### src/rtl/alu_arb_pkg.sv
// Shared types and constants for the tiny16 ALU arbiter.
// Arbitration mode is selected by ALU_ARB_RR_EN (see alu_arb_grant).
package alu_arb_pkg;

    typedef enum logic [1:0] {
        ST_IDLE = 2'd0,
        ST_EXEC = 2'd1,
        ST_FLAG = 2'd2,
        ST_RESP = 2'd3
    } state_t;

    localparam int DATA_W = 16;
    localparam int OPC_W  = 4;
    localparam int FLG_W  = 4;

    localparam logic [OPC_W-1:0] OP_ADD = 4'd3;
    localparam logic [OPC_W-1:0] OP_SUB = 4'd4;
    localparam logic [OPC_W-1:0] OP_MUL = 4'd5;
    localparam logic [OPC_W-1:0] OP_DIV = 4'd6;
    localparam logic [OPC_W-1:0] OP_AND = 4'd7;
    localparam logic [OPC_W-1:0] OP_OR  = 4'd8;
    localparam logic [OPC_W-1:0] OP_XOR = 4'd9;
    localparam logic [OPC_W-1:0] OP_SHL = 4'd10;
    localparam logic [OPC_W-1:0] OP_SHR = 4'd11;

    localparam int FLG_O = 3;
    localparam int FLG_C = 2;
    localparam int FLG_N = 1;
    localparam int FLG_Z = 0;

    localparam logic [DATA_W-1:0] DIV_ZERO_RESULT = 16'hFFFF;

    // A divide with a zero divisor is answered locally and never reaches the ALU.
    function automatic logic is_div_zero(input logic [OPC_W-1:0]  opcode,
                                         input logic [DATA_W-1:0] src2);
        return (opcode == OP_DIV) && (src2 == '0);
    endfunction

endpackage

### src/rtl/alu_arb_grant.sv
// Grant selection between the two ALU requesters.
// ALU_ARB_RR_EN defined: round-robin on ties; undefined: requester 0 has fixed priority.
module alu_arb_grant
    import alu_arb_pkg::*;
(
    input  logic       clk,
    input  logic       rst,
    input  logic [1:0] valid,
    input  logic       idle,
    input  logic       accept,
    output logic [1:0] grant
);

`ifdef ALU_ARB_RR_EN
    // ptr names the requester that wins the next simultaneous request
    logic ptr;

    always_ff @(posedge clk) begin
        if (rst) begin
            ptr <= 1'b0;
        end else if (accept) begin
            ptr <= ~grant[1];
        end
    end

    always_comb begin
        grant = 2'b00;
        if (idle) begin
            case (valid)
                2'b01:   grant = 2'b01;
                2'b10:   grant = 2'b10;
                2'b11:   grant = ptr ? 2'b10 : 2'b01;
                default: grant = 2'b00;
            endcase
        end
    end
`else
    logic unused_ok;
    assign unused_ok = ^{clk, rst, accept};

    always_comb begin
        grant = 2'b00;
        if (idle) begin
            if (valid[0]) begin
                grant = 2'b01;
            end else if (valid[1]) begin
                grant = 2'b10;
            end
        end
    end
`endif

endmodule

### src/rtl/alu_arbiter.sv
// Shares one tiny16 ALU between two requesters; results return tagged with the requester ID.
// Define ALU_ARB_RR_EN for round-robin arbitration, otherwise requester 0 has fixed priority.
module alu_arbiter
    import alu_arb_pkg::*;
#(
    parameter int NREQ = 2
) (
    input  logic              clk,
    input  logic              rst,

    input  logic              req0_valid,
    output logic              req0_ready,
    input  logic [OPC_W-1:0]  req0_opcode,
    input  logic              req0_ar_flag,
    input  logic [DATA_W-1:0] req0_src1,
    input  logic [DATA_W-1:0] req0_src2,

    input  logic              req1_valid,
    output logic              req1_ready,
    input  logic [OPC_W-1:0]  req1_opcode,
    input  logic              req1_ar_flag,
    input  logic [DATA_W-1:0] req1_src1,
    input  logic [DATA_W-1:0] req1_src2,

    output logic [OPC_W-1:0]  alu_opcode,
    output logic              alu_ar_flag,
    output logic [DATA_W-1:0] alu_src1,
    output logic [DATA_W-1:0] alu_src2,
    output logic              alu_out_en,
    input  logic [DATA_W-1:0] alu_out,
    input  logic [FLG_W-1:0]  alu_flags,

    output logic              rsp_valid,
    input  logic              rsp_ready,
    output logic              rsp_id,
    output logic [DATA_W-1:0] rsp_result,
    output logic [FLG_W-1:0]  rsp_flags,
    output logic              rsp_err
);

    state_t            state;
    logic [NREQ-1:0]   req_valid;
    logic [NREQ-1:0]   grant;
    logic              idle;
    logic              accept;

    logic              sel_id;
    logic [OPC_W-1:0]  sel_opcode;
    logic              sel_ar_flag;
    logic [DATA_W-1:0] sel_src1;
    logic [DATA_W-1:0] sel_src2;

    assign req_valid = {req1_valid, req0_valid};

    // Ready is forced low while reset is asserted so nothing is accepted in that cycle.
    assign idle   = (state == ST_IDLE) && !rst;
    assign accept = |(req_valid & grant);

    assign req0_ready = grant[0];
    assign req1_ready = grant[1];

    alu_arb_grant u_grant (
        .clk    (clk),
        .rst    (rst),
        .valid  (req_valid),
        .idle   (idle),
        .accept (accept),
        .grant  (grant)
    );

    always_comb begin
        sel_id      = grant[1];
        sel_opcode  = sel_id ? req1_opcode  : req0_opcode;
        sel_ar_flag = sel_id ? req1_ar_flag : req0_ar_flag;
        sel_src1    = sel_id ? req1_src1    : req0_src1;
        sel_src2    = sel_id ? req1_src2    : req0_src2;
    end

    always_ff @(posedge clk) begin
        if (rst) begin
            state       <= ST_IDLE;
            alu_opcode  <= '0;
            alu_ar_flag <= 1'b0;
            alu_src1    <= '0;
            alu_src2    <= '0;
            alu_out_en  <= 1'b0;
            rsp_valid   <= 1'b0;
            rsp_id      <= 1'b0;
            rsp_result  <= '0;
            rsp_flags   <= '0;
            rsp_err     <= 1'b0;
        end else begin
            case (state)
                ST_IDLE: begin
                    if (accept) begin
                        alu_opcode  <= sel_opcode;
                        alu_ar_flag <= sel_ar_flag;
                        alu_src1    <= sel_src1;
                        alu_src2    <= sel_src2;
                        rsp_id      <= sel_id;
                        if (is_div_zero(sel_opcode, sel_src2)) begin
                            rsp_result <= DIV_ZERO_RESULT;
                            rsp_flags  <= '0;
                            rsp_err    <= 1'b1;
                            rsp_valid  <= 1'b1;
                            state      <= ST_RESP;
                        end else begin
                            alu_out_en <= 1'b1;
                            state      <= ST_EXEC;
                        end
                    end
                end
                // ALU result is combinational; its flags register on this same edge.
                ST_EXEC: begin
                    rsp_result <= alu_out;
                    alu_out_en <= 1'b0;
                    state      <= ST_FLAG;
                end
                ST_FLAG: begin
                    rsp_flags  <= {alu_flags[FLG_O], alu_flags[FLG_C],
                                   alu_flags[FLG_N], alu_flags[FLG_Z]};
                    rsp_err    <= 1'b0;
                    rsp_valid  <= 1'b1;
                    state      <= ST_RESP;
                end
                ST_RESP: begin
                    if (rsp_ready) begin
                        rsp_valid <= 1'b0;
                        state     <= ST_IDLE;
                    end
                end
                default: begin
                    state <= ST_IDLE;
                end
            endcase
        end
    end

endmodule

### config.mk
export PLATFORM = sky130hd
export DESIGN_NAME = alu_arbiter
export DESIGN_NICKNAME = d
export VERILOG_FILES = /design/src/rtl/alu_arb_pkg.sv /design/src/rtl/alu_arb_grant.sv /design/src/rtl/alu_arbiter.sv
export SDC_FILE = /design/constraint.sdc
export NUM_CORES = 1
export LEC_CHECK = 0
export CAP_MARGIN = 10
export CORE_ASPECT_RATIO = 0.7
export CORE_MARGIN = 10
export CORE_UTILIZATION = 41
export DETAILED_ROUTE_END_ITERATION = 10
export PLACE_DENSITY = 0.83
export RECOVER_POWER = 100
export SYNTH_ARGS = -nofsm -noshare
export SYNTH_HDL_FRONTEND = slang
export SYNTH_SLANG_ARGS = --single-unit
export TNS_END_PERCENT = 50
### constraint.sdc
create_clock -name clk -period 6.6 [get_ports clk]
set_input_delay 1.32 -clock clk [delete_from_list [all_inputs] [get_ports clk]]
set_output_delay 1.32 -clock clk [all_outputs]
set_load 0.05 [all_outputs]
==> results of run 1 <==
area by class of cell:
| cell class | instances | area [um2] |
|---|---|---|
| sequential | 63 | 1260 |
| multi-input combinational | 211 | 1410 |
| fill | 530 | 2040 |
| clock buffer | 11 | 151 |
| timing repair buffer | 163 | 1620 |
| tap | 94 | 118 |
| inverter | 9 | 33.8 |
| clock inverter | 5 | 62.6 |
how the worst max path moves through the flow:
stage	slack [ps]	endpoint	startpoint
finish	1560	req0_ready	rst
global placement	1680	req0_ready	rst
floorplan	2750	req0_ready	rst
CTS	1620	req0_ready	rst
global route	1370	req0_ready	rst
detailed placement	1640	req0_ready	rst
routing by layer:
layer  routed length, um  global-route usage  vias to the layer above
met5                   0                   0                        -
met4                  70              0.0464                        0
met3                 804              0.0656                        6
met2                4990               0.313                       95
met1                4330               0.221                     1396
li1                    -                   -                     1439
Yosys cell counts, types with 2 or more instances:
library cell	number	area (um2)
nor2_1	41	154
a311oi_1	21	184
o32ai_1	4	35.0
dfxtp_1	63	1260
nand2_1	49	184
a21oi_1	4	20.0
clkbuf_1	18	67.6
nand4bb_1	2	22.5
or4_1	3	22.5
nor4_1	7	43.8
o221a_2	2	22.5
a211oi_1	19	143
buf_6	2	22.5
mux2i_1	17	170
o22ai_1	2	12.5
nand4_1	2	12.5
inv_1	7	26.3
o221a_1	14	158
o21ai_0	2	10.0
ha_1	6	75.1
kinds of logic (layout without fill, tap and decap cells):
| kind of cell | count (synthesis) | count (layout) | synth area share |
|---|---|---|---|
| buf+inv | 31 | 188 | 0.0472 |
| fa+ha+maj | 6 | 6 | 0.0267 |
| compound gates | 76 | 76 | 0.239 |
| simple gates | 112 | 112 | 0.178 |
| flops | 63 | 63 | 0.449 |
| mux | 17 | 17 | 0.0605 |
flip-flops by register name, indices dropped and copies added (netlist names):
register	count
alu_src1	16
alu_src2	16
rsp_result	16
alu_opcode	4
rsp_flags	4
state	2
alu_ar_flag	1
alu_out_en	1
rsp_err	1
rsp_id	1
rsp_valid	1
where the power goes:
part | switching, mW | internal, mW
sequential | 0.0491 | 0.476
combinational | 0.565 | 0.303
clock | 0.161 | 0.198
total | 0.775 | 0.976
through the flow:
stage,util,cells
floorplan,-,305
global placement,0.667,540
detailed placement,0.667,540
CTS,0.699,556
global route,0.696,556
finish,0.696,556
layout by cell type, fill, tap and decap left out, drive strengths merged, types with 7 or more instances in the layout:
cell / instances
clkdlybuf4s50: 97
dfxtp: 63
dlygate4sd3: 63
nand2: 49
nor2: 41
a311oi: 21
a211oi: 19
mux2i: 17
o221a: 17
clkbuf: 12
inv: 10
nor4: 7
critical path, stage by stage:
cell and delay [ps]:
buf_2 690, nor2b_1 180, nand2_1 150, clkinv_1 410
dlygate4sd3_1 950
==> impl_metrics.csv, run 1 <==
group,metric,value,unit
final_layout,fin_nets,562,
global_routing,antenna_found_initial,0,
cts,clockRootBuffer,"clkbuf_8",
place,port-buffer-count,161,
sta,setup_tns,0,ps
global_routing,grt_pass1_vias,2840,
cts,cts_buffers,9,
power_and_ir_drop,max-vdd-ir-drop,0.144,mV
cts,cts_tree,"built",
power_and_ir_drop,power.total,1.75,mW
outcome,outcome,"finished, violations left",
final_layout,stdcell_area,4660,um2
cts,clk_path_buf_depth,2,
worst_setup_path,r2r-end,"rsp_result[0]",
worst_setup_path,r2r_setup_slack,3020,ps
global_routing,grt_usage,0.185,
hold_path,hp-start,"rsp_flags[2]",
detailed_routing,wl,10.2,mm
final_layout,drive_above_1_share,0.0541,
cts,worstSkewPairLatency,340,ps
worst_setup_path,startpoint_type,"input port",
cts,postCtsSetupBuffers,0,
logic_synthesis,netlist_area,2810,um2
power_and_ir_drop,power_density,376,nW/um2
cts,postCtsHoldBufs,0,
detailed_routing,drt_iter0_markers,234,
cts,cts_resized,0,
power_and_ir_drop,p_leak,1.92,nW
logic_synthesis,avgSynthCellArea,9.22,um2
place,postPlaceCellArea,4470,um2
logic_synthesis,synthCells,305,
global_routing,grt_overflow,0,
place,gp_congestion,0.777,
logic_synthesis,seq_area_frac_synth,0.449,
logic_synthesis,ys_warn_count,0,
sta,max_freq,0.198,GHz
place,post-place-ws,1640,ps
flow_run,cap_viol_max_count,1,
outcome,violations,"max-capacitance violations, max-slew violations",
worst_setup_path,crit_fanout,51,
sta,drv_slew,36,
sta,tightestPinTransition,2030,ps
logic_synthesis,synth_edf_count,0,
floorplanning,pin_count,162,
final_layout,insertedDiodeCount,0,
detailed_routing,viasPerCell,5.28,
hold_path,min_path_cells,2,
worst_setup_path,reg2reg_from,"state[0]",
floorplanning,die_h,89.3,um
sta,final-setup-viol-count,0,
floorplanning,die_x,119,um
worst_setup_path,worstPathArrival,3720,ps
sta,min_period,5040,ps
logic_synthesis,synth-main-ff-cell,"dfxtp_1",
detailed_routing,wire_per_inst,18.3,um
detailed_routing,num_vias,2936,
floorplanning,core,6690,um2
sta,relSlewSlack,-0.353,
sta,hold_viol,0,
logic_synthesis,ys_async_sr_fraction,0,
sta,finClkSkew,11.4,ps
worst_setup_path,crit_type,"in -> out",
cts,cts_num_sinks,63,
worst_setup_path,r2r_cells,8,
hold_path,whs_endpoint,"rsp_flags[2]",
worst_setup_path,critical_path.endpoint_type,"primary output",
floorplanning,rows,25,
cts,htree_levels,3,
detailed_routing,drc,0,
logic_synthesis,ys_ff_latch,63,
sta,worst_slack,1560,ps
floorplanning,dieArea,10600,um2
global_routing,grt_pass1_wl,15.5,mm
logic_synthesis,synthesis.nets,410,
logic_synthesis,yosysUniqueCellTypes,40,
detailed_routing,first_pass_iters,4,
final_layout,area_growth,65.6,%
sta,rsz0062_at_grt,"false",
detailed_routing,drtAntennaViolNets,0,
cts,path_clk_slew,80,ps
hold_path,holdCritPathClass,"reg -> reg",
global_routing,grt_start_max_net_pins,73,
sta,hold_ws,472,ps
place,hpwl,7.86,mm
sta,period_share,0.764,
floorplanning,initial_utilization,0.420,
worst_setup_path,required,5280,ps
No activity file was read; power rests on OpenSTA's default activity.
==> inputs of run 2 (changes only) <==
--- a/config.mk
+++ b/config.mk
@@ -8,9 +8,9 @@
 export CAP_MARGIN = 10
 export CORE_ASPECT_RATIO = 0.7
 export CORE_MARGIN = 10
-export CORE_UTILIZATION = 41
+export CORE_UTILIZATION = 38
 export DETAILED_ROUTE_END_ITERATION = 10
-export PLACE_DENSITY = 0.83
+export PLACE_DENSITY = 0.77
 export RECOVER_POWER = 100
 export SYNTH_ARGS = -nofsm -noshare
 export SYNTH_HDL_FRONTEND = slang
==> constraint.sdc (replaced) <==
create_clock -name clk -period 5 [get_ports clk]
set_input_delay 1 -clock clk [delete_from_list [all_inputs] [get_ports clk]]
set_output_delay 1 -clock clk [all_outputs]
set_load 0.05 [all_outputs]
==> impl_metrics.csv, run 2 (synthesis gave the netlist of run 1 again) <==
group,metric,value,unit
outcome,outcome,"finished, violations left",
outcome,violations,"max-capacitance violations, max-slew violations",
floorplanning,dieArea,11300,um2
detailed_routing,num_vias,2945,
worst_setup_path,crit_chain,"clkbuf_1 > buf_4 > nor2b_1 > nand2_2 > clkbuf_1 > mux2i_1 > a211oi_1",
cts,htree_levels,3,
global_routing,grt_pass1_vias,3061,
floorplanning,initial_utilization,0.388,
global_routing,grt_usage,0.180,
cts,postCtsHoldBufs,0,
worst_setup_path,crit_fanout,50,
cts,worstSkewPairLatency,330,ps
cts,cts_buffers,9,
place,port-buffer-count,161,
detailed_routing,wire_per_inst,18.7,um
final_layout,final_common_cell,"clkdlybuf4s50_1",
cts,cts_resized,0,
global_routing,antenna_found_initial,0,
place,hpwl,8.05,mm
cts,cts_num_sinks,63,
detailed_routing,drtAntennaViolNets,0,
detailed_routing,drc,0,
cts,clockRootBuffer,"clkbuf_8",
worst_setup_path,startpoint_type,"input port",
floorplanning,die_h,92.0,um
worst_setup_path,crit_top_cell,"clkbuf_1",
global_routing,grt_overflow,0,
place,gp_congestion,0.831,
global_routing,grt_pass1_wl,16.3,mm
place,postPlaceCellArea,4490,um2
power_and_ir_drop,power_density,492,nW/um2
cts,clk_path_buf_depth,2,
worst_setup_path,critical_path.endpoint_type,"register",
flow_run,cap_viol_max_count,1,
worst_setup_path,required,5230,ps
final_layout,area_growth,65.6,%
final_layout,reg_top3,"alu_src1 (16), alu_src2 (16), rsp_result (16)",
detailed_routing,wl,10.5,mm
final_layout,fin_nets,564,
final_layout,multi_input_area,1420,um2
floorplanning,core,7250,um2
final_layout,drive_above_1_share,0.0583,
sta,final-setup-viol-count,0,
cts,path_clk_slew,70,ps
sta,hold_viol,0,
global_routing,grt_start_max_net_pins,65,
worst_setup_path,crit_type,"in -> reg",
floorplanning,die_x,123,um
floorplanning,pin_count,162,
power_and_ir_drop,p_leak,1.92,nW
sta,max_freq,0.259,GHz
hold_path,holdCritPathClass,"reg -> reg",
sta,rsz0062_at_grt,"false",
final_layout,insertedDiodeCount,0,
power_and_ir_drop,max-vdd-ir-drop,0.314,mV
final_layout,final_cell_mix,"96 x clkdlybuf4s50_1, 63 x dfxtp_1, 62 x dlygate4sd3_1",
sta,drv_slew,36,
final_layout,fillerInstances,617,
sta,min_period,3860,ps
final_layout,seqCellArea,1260,um2
worst_setup_path,worstPathArrival,4090,ps
sta,relSlewSlack,-0.432,
cts,postCtsSetupBuffers,0,
final_layout,stdcell_area,4660,um2
detailed_routing,first_pass_iters,4,
detailed_routing,drt_iter0_markers,176,
sta,tightestPinTransition,2150,ps
sta,finClkSkew,7.20,ps
detailed_routing,viasPerCell,5.25,
sta,setup_tns,0,ps
worst_setup_path,cp_slowest_cell,"clkbuf_1",
cts,cts_tree,"built",
floorplanning,rows,26,
sta,period_share,0.771,
worst_setup_path,cp_slowest_stage_delay,1530,ps
-- run 2: area by class of cell --
cell class                      count  share of cell area
Clock buffer                       10              0.0296
Clock inverter                      5              0.0126
Inverter                            9             0.00725
Multi-Input combinational cell    211               0.305
Sequential cell                    63               0.271
Tap cell                           98              0.0263
Timing Repair Buffer              165               0.348
-- run 2: through the flow --
step                hold slack, ps  power, mW  setup slack [ps]   util  cells
floorplan                      465       1.50              1790      -    305
global placement               460       1.90              1210  0.618    546
detailed placement             467       1.91              1120  0.618    546
CTS                            480       2.36              1470  0.645    561
global route                   500       2.41               941  0.642    561
finish                         480       2.29              1140  0.642    561
-- run 2: worst paths after layout --
| kind | endpoint | slack [ps] | depth (start not counted) | from |
|---|---|---|---|---|
| worst max-delay path | alu_src2[11] | 1140 | 7 | rst |
| worst min-delay path | rsp_flags[0] | 480 | 2 | rsp_flags[0] |
| worst min register to register | rsp_flags[0] | 480 | 2 | rsp_flags[0] |
| worst max register to register | alu_src2[11] | 1580 | 7 | state[0] |
-- run 2: where the power goes --
group          switching (mW)  total, mW  internal, mW
sequential             0.0675      0.696         0.629
combinational           0.753       1.16         0.402
clock                   0.198      0.438         0.241
total                    1.02       2.29          1.27
-- run 2: critical path, delay by kind of cell --
kind	cells	cell delay (ps)
buffers and inverters	3	2140
AO/OA/AOI/OAI	1	350
AND/OR/NAND/NOR	2	300
multiplexers	1	290
-- run 2: layer usage --
layer | GRT usage | routed length, um
met5 | 0 | 0
met4 | 0.0401 | 123
met3 | 0.0857 | 986
met2 | 0.278 | 4870
met1 | 0.221 | 4520
==> inputs of run 3 (changes only) <==
==> constraint.sdc (replaced) <==
create_clock -name clk -period 3.8 [get_ports clk]
set_input_delay 0.76 -clock clk [delete_from_list [all_inputs] [get_ports clk]]
set_output_delay 0.76 -clock clk [all_outputs]
set_load 0.05 [all_outputs]
==> impl_metrics.csv, run 3 (synthesis gave the netlist of run 1 again) <==
group,metric,value,unit
worst_setup_path,r2r_cells,8,
sta,max_freq,0.312,GHz
sta,setup_tns,0,ps
global_routing,grt_usage,0.186,
cts,postCtsHoldBufs,0,
detailed_routing,drtAntennaViolNets,0,
place,port-buffer-count,161,
final_layout,drive_above_1_share,0.0647,
cts,cts_resized,0,
cts,path_clk_slew,70,ps
final_layout,area_growth,67.9,%
sta,period_share,0.844,
sta,relSlewSlack,0.322,
power_and_ir_drop,p_leak,1.95,nW
global_routing,grt_pass1_vias,2965,
place,post-place-ws,372,ps
cts,worstSkewPairLatency,340,ps
power_and_ir_drop,power_density,669,nW/um2
floorplanning,pin_count,162,
sta,drv_slew,0,
floorplanning,dieArea,11300,um2
outcome,outcome,"finished clean",
sta,finClkSkew,9.44,ps
detailed_routing,viasPerCell,5.26,
worst_setup_path,crit_type,"in -> reg",
final_layout,final_core_util,0.651,
worst_setup_path,startpoint_type,"input port",
worst_setup_path,r2r_setup_slack,860,ps
worst_setup_path,required,4080,ps
detailed_routing,first_pass_iters,4,
cts,cts_num_sinks,63,
power_and_ir_drop,max-vdd-ir-drop,0.379,mV
cts,clockRootBuffer,"clkbuf_8",
floorplanning,core,7250,um2
global_routing,antenna_found_initial,0,
floorplanning,die_h,92.0,um
cts,cts_tree,"built",
place,postPlaceCellArea,4500,um2
sta,worst_slack,592,ps
cts,cts_buffers,9,
sta,hold_viol,0,
global_routing,grt_pass1_wl,16.7,mm
final_layout,stdcell_area,4720,um2
cts,clk_path_buf_depth,2,
cts,postCtsSetupBuffers,0,
worst_setup_path,crit_end,"rsp_result[11]",
final_layout,final_common_cell,"clkdlybuf4s50_1",
global_routing,grt_overflow,0,
sta,tightestPinTransition,1020,ps
cts,htree_levels,3,
hold_path,holdCritPathClass,"reg -> reg",
sta,final-setup-viol-count,0,
place,gp_congestion,0.829,
worst_setup_path,reg2reg_from,"state[0]",
worst_setup_path,critPathLaunch,"req0_valid",
final_layout,fin_nets,564,
global_routing,grt_start_max_net_pins,47,
final_layout,fillerInstances,599,
final_layout,insertedDiodeCount,0,
worst_setup_path,critical_path.endpoint_type,"register",
place,hpwl,8.24,mm
detailed_routing,wl,10.8,mm
final_layout,reg_top3,"alu_src1 (16), alu_src2 (16), rsp_result (16)",
detailed_routing,wire_per_inst,19.2,um
floorplanning,rows,26,
detailed_routing,drc,0,
sta,rsz0062_at_grt,"false",
worst_setup_path,worstPathArrival,3490,ps
floorplanning,die_x,123,um
detailed_routing,num_vias,2954,
detailed_routing,drt_iter0_markers,193,
final_layout,final_cell_mix,"96 x clkdlybuf4s50_1, 63 x dfxtp_1, 62 x dlygate4sd3_1",
worst_setup_path,r2r-end,"rsp_result[11]",
sta,min_period,3210,ps
floorplanning,initial_utilization,0.388,
worst_setup_path,crit_fanout,46,
flow_run,cap_viol_max_count,0,
## run 3: changes by cell type in the layout (fill, tap and decap cells not counted), sizes merged
cell	previous run	this run
bufinv	1	3
clkinvlp	2	1
clkbuf	13	11
inv	8	9
buf	4	5
## run 3: metrics by stage
stage	std cells	power, mW	hold WS [ps]
global route	562	3.32	504
floorplan	305	1.97	465
CTS	562	3.25	480
finish	562	3.16	474
global placement	546	2.51	461
detailed placement	546	2.53	467
## run 3: worst min path at each step
stage / start / endpoint / slack, ps / depth (start not counted)
final: rsp_flags[0] / rsp_flags[0] / 470 / 2
after global routing: alu_src1[10] / alu_src1[10] / 500 / 2
after CTS: rsp_flags[0] / rsp_flags[0] / 480 / 2
after detailed placement: rsp_flags[0] / rsp_flags[0] / 470 / 2
after global placement: rsp_flags[2] / rsp_flags[2] / 460 / 2
after floorplan: state[1] / state[1] / 460 / 2
## run 3: final cells by class
type	count	area (um2)	share of cell area
inverter	9	33.8	0.00716
multi-input combinational	211	1420	0.301
clock buffer	9	124	0.0262
clock inverter	7	120	0.0255
timing repair buffer	165	1640	0.347
sequential	63	1260	0.267
tap	98	123	0.0260
## run 3: report_power, final
group | internal (mW) | switching, mW
logic | 0.529 | 1.00
clock network | 0.438 | 0.274
registers | 0.827 | 0.0858
total | 1.79 | 1.36
## run 3: worst max-delay path: stages
cell	delay, ps
dlygate4sd3_1	620
nand4bb_1	190
buf_4	430
nand4_1	240
o22a_1	320
o2bb2ai_2	590
o221a_2	320
## run 3: metal layers
| metal | wire length [um] | GRT usage | vias to the layer above | share of wire |
|---|---|---|---|---|
| li1 | - | - | 1448 | - |
| met1 | 4790 | 0.237 | 1387 | 0.44 |
| met2 | 4990 | 0.282 | 113 | 0.46 |
| met3 | 907 | 0.0735 | 6 | 0.084 |
| met4 | 108 | 0.0587 | 0 | 0.010 |
| met5 | 0 | 0 | - | 0 |
